### src/rtl/nand_pkg.sv
// Shared definitions for the NAND read-capture path: data/count widths and
// the capture state encoding.
package nand_pkg;

    localparam int NAND_DATA_W = 8;
    localparam int NAND_CNT_W  = 12;

    typedef enum logic [1:0] {
        CAP_IDLE    = 2'd0,
        CAP_CAPTURE = 2'd1,
        CAP_DRAIN   = 2'd2,
        CAP_DONE    = 2'd3
    } cap_state_e;

endpackage

### src/rtl/nand_sync_fifo.sv
// Small synchronous FIFO buffering captured DQ bytes. Pointers carry an extra
// wrap bit so full and empty can be told apart. A push is accepted when full
// only if a pop happens in the same cycle. There is no bypass path: a pushed
// byte becomes visible on the cycle after the push. Flush empties the FIFO
// and discards any push or pop in the same cycle.
module nand_sync_fifo
    import nand_pkg::*;
#(
    parameter int WIDTH = NAND_DATA_W,
    parameter int DEPTH = 8
) (
    input  logic             clk,
    input  logic             reset,
    input  logic             push,
    input  logic             pop,
    input  logic             flush,
    input  logic [WIDTH-1:0] wr_data,
    output logic [WIDTH-1:0] rd_data,
    output logic             full,
    output logic             empty
);

    localparam int AW = $clog2(DEPTH);
    localparam logic [AW:0] PTR_ONE = (AW + 1)'(1);

    logic [AW:0]      wr_ptr_q, wr_ptr_d;
    logic [AW:0]      rd_ptr_q, rd_ptr_d;
    logic [WIDTH-1:0] mem_q [DEPTH];
    logic [WIDTH-1:0] mem_d [DEPTH];
    logic             do_push;
    logic             do_pop;

    assign empty   = (wr_ptr_q == rd_ptr_q);
    assign full    = (wr_ptr_q[AW] != rd_ptr_q[AW]) &&
                     (wr_ptr_q[AW-1:0] == rd_ptr_q[AW-1:0]);
    assign do_pop  = pop && !empty && !flush;
    assign do_push = push && (!full || do_pop) && !flush;
    assign rd_data = mem_q[rd_ptr_q[AW-1:0]];

    // Next pointer and memory contents from push, pop and flush requests.
    always_comb begin
        wr_ptr_d = wr_ptr_q;
        rd_ptr_d = rd_ptr_q;
        mem_d    = mem_q;
        if (flush) begin
            wr_ptr_d = '0;
            rd_ptr_d = '0;
        end else begin
            if (do_push) begin
                mem_d[wr_ptr_q[AW-1:0]] = wr_data;
                wr_ptr_d = wr_ptr_q + PTR_ONE;
            end
            if (do_pop) begin
                rd_ptr_d = rd_ptr_q + PTR_ONE;
            end
        end
    end

    // Pointer and storage registers; storage clears on reset so rd_data reads 0.
    always_ff @(posedge clk or posedge reset) begin
        if (reset) begin
            wr_ptr_q <= '0;
            rd_ptr_q <= '0;
            for (int i = 0; i < DEPTH; i++) begin
                mem_q[i] <= '0;
            end
        end else begin
            wr_ptr_q <= wr_ptr_d;
            rd_ptr_q <= rd_ptr_d;
            mem_q    <= mem_d;
        end
    end

endmodule

### src/rtl/nand_dq_capture.sv
// Read-side capture for NAND bursts: samples DQ on each RE# rising edge,
// counts bytes up to a latched total and buffers them for a valid/ready
// consumer. The input registers, edge detect and burst FSM live here. Byte
// storage is in nand_sync_fifo.
module nand_dq_capture
    import nand_pkg::*;
#(
    parameter int DATA_W     = NAND_DATA_W,
    parameter int CNT_W      = NAND_CNT_W,
    parameter int FIFO_DEPTH = 8
) (
    input  logic              clk,
    input  logic              reset,
    input  logic              enable,
    input  logic [CNT_W-1:0]  cnt_upto,
    input  logic              re_n,
    input  logic [DATA_W-1:0] dq,
    output logic [DATA_W-1:0] rd_data,
    output logic              rd_valid,
    input  logic              rd_ready,
    output logic              done,
    output logic              overflow,
    output logic [CNT_W-1:0]  byte_cnt
);

    localparam logic [CNT_W-1:0] CNT_ONE = CNT_W'(1);

    cap_state_e        state_q, state_d;
    logic              re_r_q, re_p_q;
    logic [DATA_W-1:0] dq_r_q;
    logic [CNT_W-1:0]  cnt_q, cnt_d;
    logic [CNT_W-1:0]  byte_cnt_q, byte_cnt_d;
    logic              done_q, done_d;
    logic              overflow_q, overflow_d;
    logic              rise;
    logic              fifo_push, fifo_pop, fifo_flush;
    logic              fifo_full, fifo_empty;

    assign rise     = re_r_q & ~re_p_q;
    assign rd_valid = !fifo_empty;
    assign fifo_pop = rd_valid && rd_ready;
    assign done     = done_q;
    assign overflow = overflow_q;
    assign byte_cnt = byte_cnt_q;

    // Pad-side input registers; RE# history resets high so reset exit is not an edge.
    always_ff @(posedge clk or posedge reset) begin
        if (reset) begin
            re_r_q <= 1'b1;
            re_p_q <= 1'b1;
            dq_r_q <= '0;
        end else begin
            re_r_q <= re_n;
            re_p_q <= re_r_q;
            dq_r_q <= dq;
        end
    end

    // Burst sequencing: start, capture, drain, complete, and abort on enable low.
    always_comb begin
        state_d    = state_q;
        cnt_d      = cnt_q;
        byte_cnt_d = byte_cnt_q;
        done_d     = done_q;
        overflow_d = overflow_q;
        fifo_push  = 1'b0;
        fifo_flush = 1'b0;
        case (state_q)
            CAP_IDLE: begin
                done_d = 1'b0;
                if (enable) begin
                    cnt_d      = cnt_upto;
                    byte_cnt_d = '0;
                    overflow_d = 1'b0;
                    fifo_flush = 1'b1;
                    state_d    = (cnt_upto == '0) ? CAP_DRAIN : CAP_CAPTURE;
                end
            end
            CAP_CAPTURE: begin
                if (!enable) begin
                    fifo_flush = 1'b1;
                    done_d     = 1'b0;
                    state_d    = CAP_IDLE;
                end else if (rise) begin
                    fifo_push  = 1'b1;
                    byte_cnt_d = byte_cnt_q + CNT_ONE;
                    if (byte_cnt_q + CNT_ONE == cnt_q) begin
                        state_d = CAP_DRAIN;
                    end
                end
            end
            CAP_DRAIN: begin
                if (!enable) begin
                    fifo_flush = 1'b1;
                    done_d     = 1'b0;
                    state_d    = CAP_IDLE;
                end else if (fifo_empty) begin
                    done_d  = 1'b1;
                    state_d = CAP_DONE;
                end
            end
            CAP_DONE: begin
                done_d = 1'b1;
                if (!enable) begin
                    done_d  = 1'b0;
                    state_d = CAP_IDLE;
                end
            end
            default: begin
                done_d  = 1'b0;
                state_d = CAP_IDLE;
            end
        endcase
        if (fifo_push && fifo_full && !fifo_pop) begin
            overflow_d = 1'b1;
        end
    end

    // FSM state and registered outputs.
    always_ff @(posedge clk or posedge reset) begin
        if (reset) begin
            state_q    <= CAP_IDLE;
            cnt_q      <= '0;
            byte_cnt_q <= '0;
            done_q     <= 1'b0;
            overflow_q <= 1'b0;
        end else begin
            state_q    <= state_d;
            cnt_q      <= cnt_d;
            byte_cnt_q <= byte_cnt_d;
            done_q     <= done_d;
            overflow_q <= overflow_d;
        end
    end

    nand_sync_fifo #(
        .WIDTH (DATA_W),
        .DEPTH (FIFO_DEPTH)
    ) u_fifo (
        .clk     (clk),
        .reset   (reset),
        .push    (fifo_push),
        .pop     (fifo_pop),
        .flush   (fifo_flush),
        .wr_data (dq_r_q),
        .rd_data (rd_data),
        .full    (fifo_full),
        .empty   (fifo_empty)
    );

endmodule

### config.mk
export PLATFORM = sky130hd
export DESIGN_NAME = nand_dq_capture
export DESIGN_NICKNAME = d
export VERILOG_FILES = /design/src/rtl/nand_pkg.sv /design/src/rtl/nand_sync_fifo.sv /design/src/rtl/nand_dq_capture.sv
export SDC_FILE = /design/constraint.sdc
export NUM_CORES = 1
export LEC_CHECK = 0
export CORE_MARGIN = 10
export CORE_UTILIZATION = 40
export DETAILED_ROUTE_END_ITERATION = 7
export GPL_ROUTABILITY_DRIVEN = 0
export HOLD_SLACK_MARGIN = 0.08
export SYNTH_ARGS = -nofsm -noshare
export SYNTH_HDL_FRONTEND = slang
export SYNTH_SLANG_ARGS = --single-unit
### constraint.sdc
create_clock -name clk -period 4.9 [get_ports clk]
set_clock_uncertainty 0.15 [all_clocks]
set_input_delay 0.98 -clock clk [delete_from_list [all_inputs] [get_ports clk]]
set_output_delay 0.98 -clock clk [all_outputs]
set_load 0.05 [all_outputs]
==> impl_metrics.json <==
{
  "vias": 3387,
  "hold_start": "re_r_q$_DFF_PP1_",
  "required_ps": 3770,
  "cts_tree": "done",
  "rr_worst_depth": 8,
  "dpl_worst_slack_ps": 862,
  "ys_seq_area_share_pct": 51.0,
  "area_growth_pct": 17.3,
  "setup_ws_ps": 903,
  "period_minus_slack_ps": 4000,
  "finalSetupViolations": 0,
  "swShare_pct": 34.7,
  "crit_arrival_ps": 2870,
  "crit_chain": "buf_4, mux4_2, mux2_2, clkdlybuf4s50_1",
  "grt_usage_pct": 13.7,
  "synthTopCellsByCount": "dfrtp_1, mux2_2, nor2_1",
  "io_pins": 48,
  "yosys.cell_types.count": 51,
  "cts_sinks": 110,
  "ys_seq_elements": 110,
  "ir_drop_uv": 289,
  "ant_nets": 0,
  "crit_type": "flop to primary output",
  "overflow": 0,
  "min_to": "re_p_q$_DFF_PP1_",
  "core_area_sq_um": 13200,
  "htree_levels": 3,
  "syn_inst": 415,
  "whs_path_depth": 0,
  "switchingPower_mw": 1.01,
  "tightest_slew_ps": 942,
  "grt_pass1_vias": 3520,
  "utilization_pct": 47.9,
  "p_comb_share_pct": 33.7,
  "reg2reg_to": "u_fifo.mem_q[58]$_DFFE_PP0P_",
  "syn-cell-area_sq_um": 5410,
  "routed_wl_um": 11800,
  "worst_hold_path_type": "flop to flop",
  "drc": 0,
  "pwr-share-seq_pct": 40.5,
  "hpwl_um": 8180,
  "slew_headroom_pct": 36.9,
  "antenna_cells": 0,
  "postCtsHoldBufs": 0,
  "p_clk_share_pct": 25.8,
  "grt_pass1_wl_um": 19600,
  "ys_top_cells_by_area": "dfrtp_1, mux2_2, mux4_2",
  "nets": 488,
  "yosys_warnings": 0,
  "drv_slew": 0,
  "syn_area_per_cell_sq_um": 13.0,
  "crit_family": "buffers and inverters",
  "die_area_sq_um": 18600,
  "tns_ps": 0,
  "startpoint_type": "flop",
  "path_clk_slew_ps": 80,
  "antenna_found_initial": 0,
  "cp_max_fo": 15,
  "p_int_mw": 1.91,
  "postCtsResizedCells": 0,
  "grt_max_degree": 64,
  "num_rows": 42,
  "power.density_nw_per_um2": 461,
  "crit_path_max_incr_delay_ps": 910,
  "crit_buf_inv": 2,
  "fin_crit_sh_pct": 81.6,
  "numCtsBuffers": 9,
  "netlist.area_leader.share_pct": 50.0,
  "p_leak_nw": 2.76,
  "synth_fp_nets": 448,
  "rsz0062_at_grt": "false",
  "firstDrtPassIters": 4,
  "slowest_stage": "dfrtp_1",
  "initial_core_util_pct": 40.8,
  "ys_async_sr_fraction_pct": 100,
  "synth_edf_count": 0,
  "cts_buffer_depth": 2,
  "portBuffers": 47,
  "nFillCells": 1195,
  "drtIter0Drc": 229,
  "yosysMostFrequentCell": "dfrtp_1",
  "root_buffer": "clkbuf_16",
  "synth_ff_type": "dfrtp_1",
  "die_x_um": 136,
  "fmaxAchievable_ghz": 0.250,
  "detail_route.wl_per_cell_um": 18.5,
  "via_per_inst": 5.33,
  "status": "finished clean",
  "die_h_um": 136,
  "cp-end-kind": "primary output",
  "cap_violations": 0,
  "synth.largest_area_cell": "dfrtp_1",
  "reg2reg_setup_slack_ps": 1760,
  "finalHoldViolations": 0,
  "post_cts.repair.setup_buffers": 0,
  "clk_latency_ps": 360,
  "layout-drive-gt1-share_pct": 30.0,
  "rr_startpoint": "state_q[1]$_DFFE_PP0P_"
}
-- power groups by stage --
| stage | clock network (mW) | logic [mW] | registers, mW |
|---|---|---|---|
| 2_1_floorplan | 0 | 0.726 | 1.17 |
| 3_3_place_gp | 0 | 0.980 | 1.20 |
| 3_5_place_dp | 0 | 0.995 | 1.20 |
| 4_1_cts | 0.774 | 0.999 | 1.18 |
| 5_1_grt | 0.807 | 1.06 | 1.20 |
| 6_report | 0.754 | 0.983 | 1.18 |
-- cell type report --
cell class,count,area (sq um),share of cell area (%)
repair buffers,52,520,8.21
well taps,176,220,3.47
multi-input cells,272,2500,39.4
inverters,10,40.0,0.632
clock buffers,9,225,3.55
flip-flops and latches,110,2760,43.5
clock inverters,7,80.1,1.26
-- metal layers --
metal,wire (um),GRT usage (%)
met5,0,0
met4,172,4.79
met3,335,2.99
met2,5490,20.6
met1,5790,18.9
-- registers in the layout (all words and copies together), names as in the netlist --
signal           cells
re_p_q               1
re_r_q               1
state_q              2
u_fifo.rd_ptr_q      4
done                 1
u_fifo.wr_ptr_q      4
byte_cnt            12
overflow             1
cnt_q               12
dq_r_q               8
u_fifo.mem_q        64
-- kinds of logic (layout without fill, tap and decap cells) --
group,Yosys count,after routing,synth area share [%]
flip-flops,110,110,51.0
multiplexers,104,104,25.5
AND/OR/NAND/NOR,87,87,8.98
AO/OA/AOI/OAI,46,46,5.46
buffers and inverters,33,78,2.82
XOR/XNOR,27,27,4.38
adder cells (fa/ha/maj),8,8,1.85
-- worst max path at each step --
| stage | from | endpoint | slack [ps] | cells past startpoint |
|---|---|---|---|---|
| final | u_fifo.rd_ptr_q[0]$_DFFE_PP0P_ | rd_data[4] | 900 | 4 |
| after global routing | u_fifo.rd_ptr_q[0]$_DFFE_PP0P_ | rd_data[3] | 800 | 4 |
| after CTS | u_fifo.rd_ptr_q[0]$_DFFE_PP0P_ | rd_data[3] | 850 | 4 |
| after detailed placement | enable | u_fifo.mem_q[60]$_DFFE_PP0P_ | 860 | 7 |
| after global placement | enable | u_fifo.mem_q[61]$_DFFE_PP0P_ | 880 | 7 |
| after floorplan | reset | byte_cnt[0]$_DFFE_PP0P_ | 870 | 1 |
-- cells in the final DEF (no fill, tap or decap), drive strengths merged, types with 2 or more instances in the layout --
| cell | Yosys | final |
|---|---|---|
| a21oi | 7 | 7 |
| a22o | 2 | 2 |
| a31oi | 6 | 6 |
| and2 | 6 | 6 |
| buf | 12 | 5 |
| clkbuf | 11 | 9 |
| clkdlybuf4s50 | 0 | 47 |
| clkinv | 0 | 3 |
| dfrtp | 108 | 108 |
| dfstp | 2 | 2 |
| ha | 8 | 8 |
| inv | 10 | 13 |
| mux2 | 87 | 87 |
| mux4 | 16 | 16 |
| nand2 | 18 | 18 |
| nand2b | 2 | 2 |
| nand3 | 4 | 4 |
| nand4 | 9 | 9 |
| nor2 | 23 | 23 |
| nor3 | 4 | 4 |
| nor3b | 4 | 4 |
| nor4 | 2 | 2 |
| o21ai | 16 | 16 |
| o31ai | 4 | 4 |
| or3 | 4 | 4 |
| or3b | 3 | 3 |
| or4 | 4 | 4 |
| xnor2 | 19 | 19 |
| xor2 | 8 | 8 |
-- stage by stage --
step	cell area (sq um)	std cells	hold WS [ps]	power [mW]
after floorplan	5410	415	204	1.90
after global placement	6030	620	223	2.18
after detailed placement	6030	620	224	2.19
after CTS	6340	636	233	2.96
after global routing	6340	636	232	3.08
final	6340	636	230	2.92
Power figures use the tool's default switching activity.
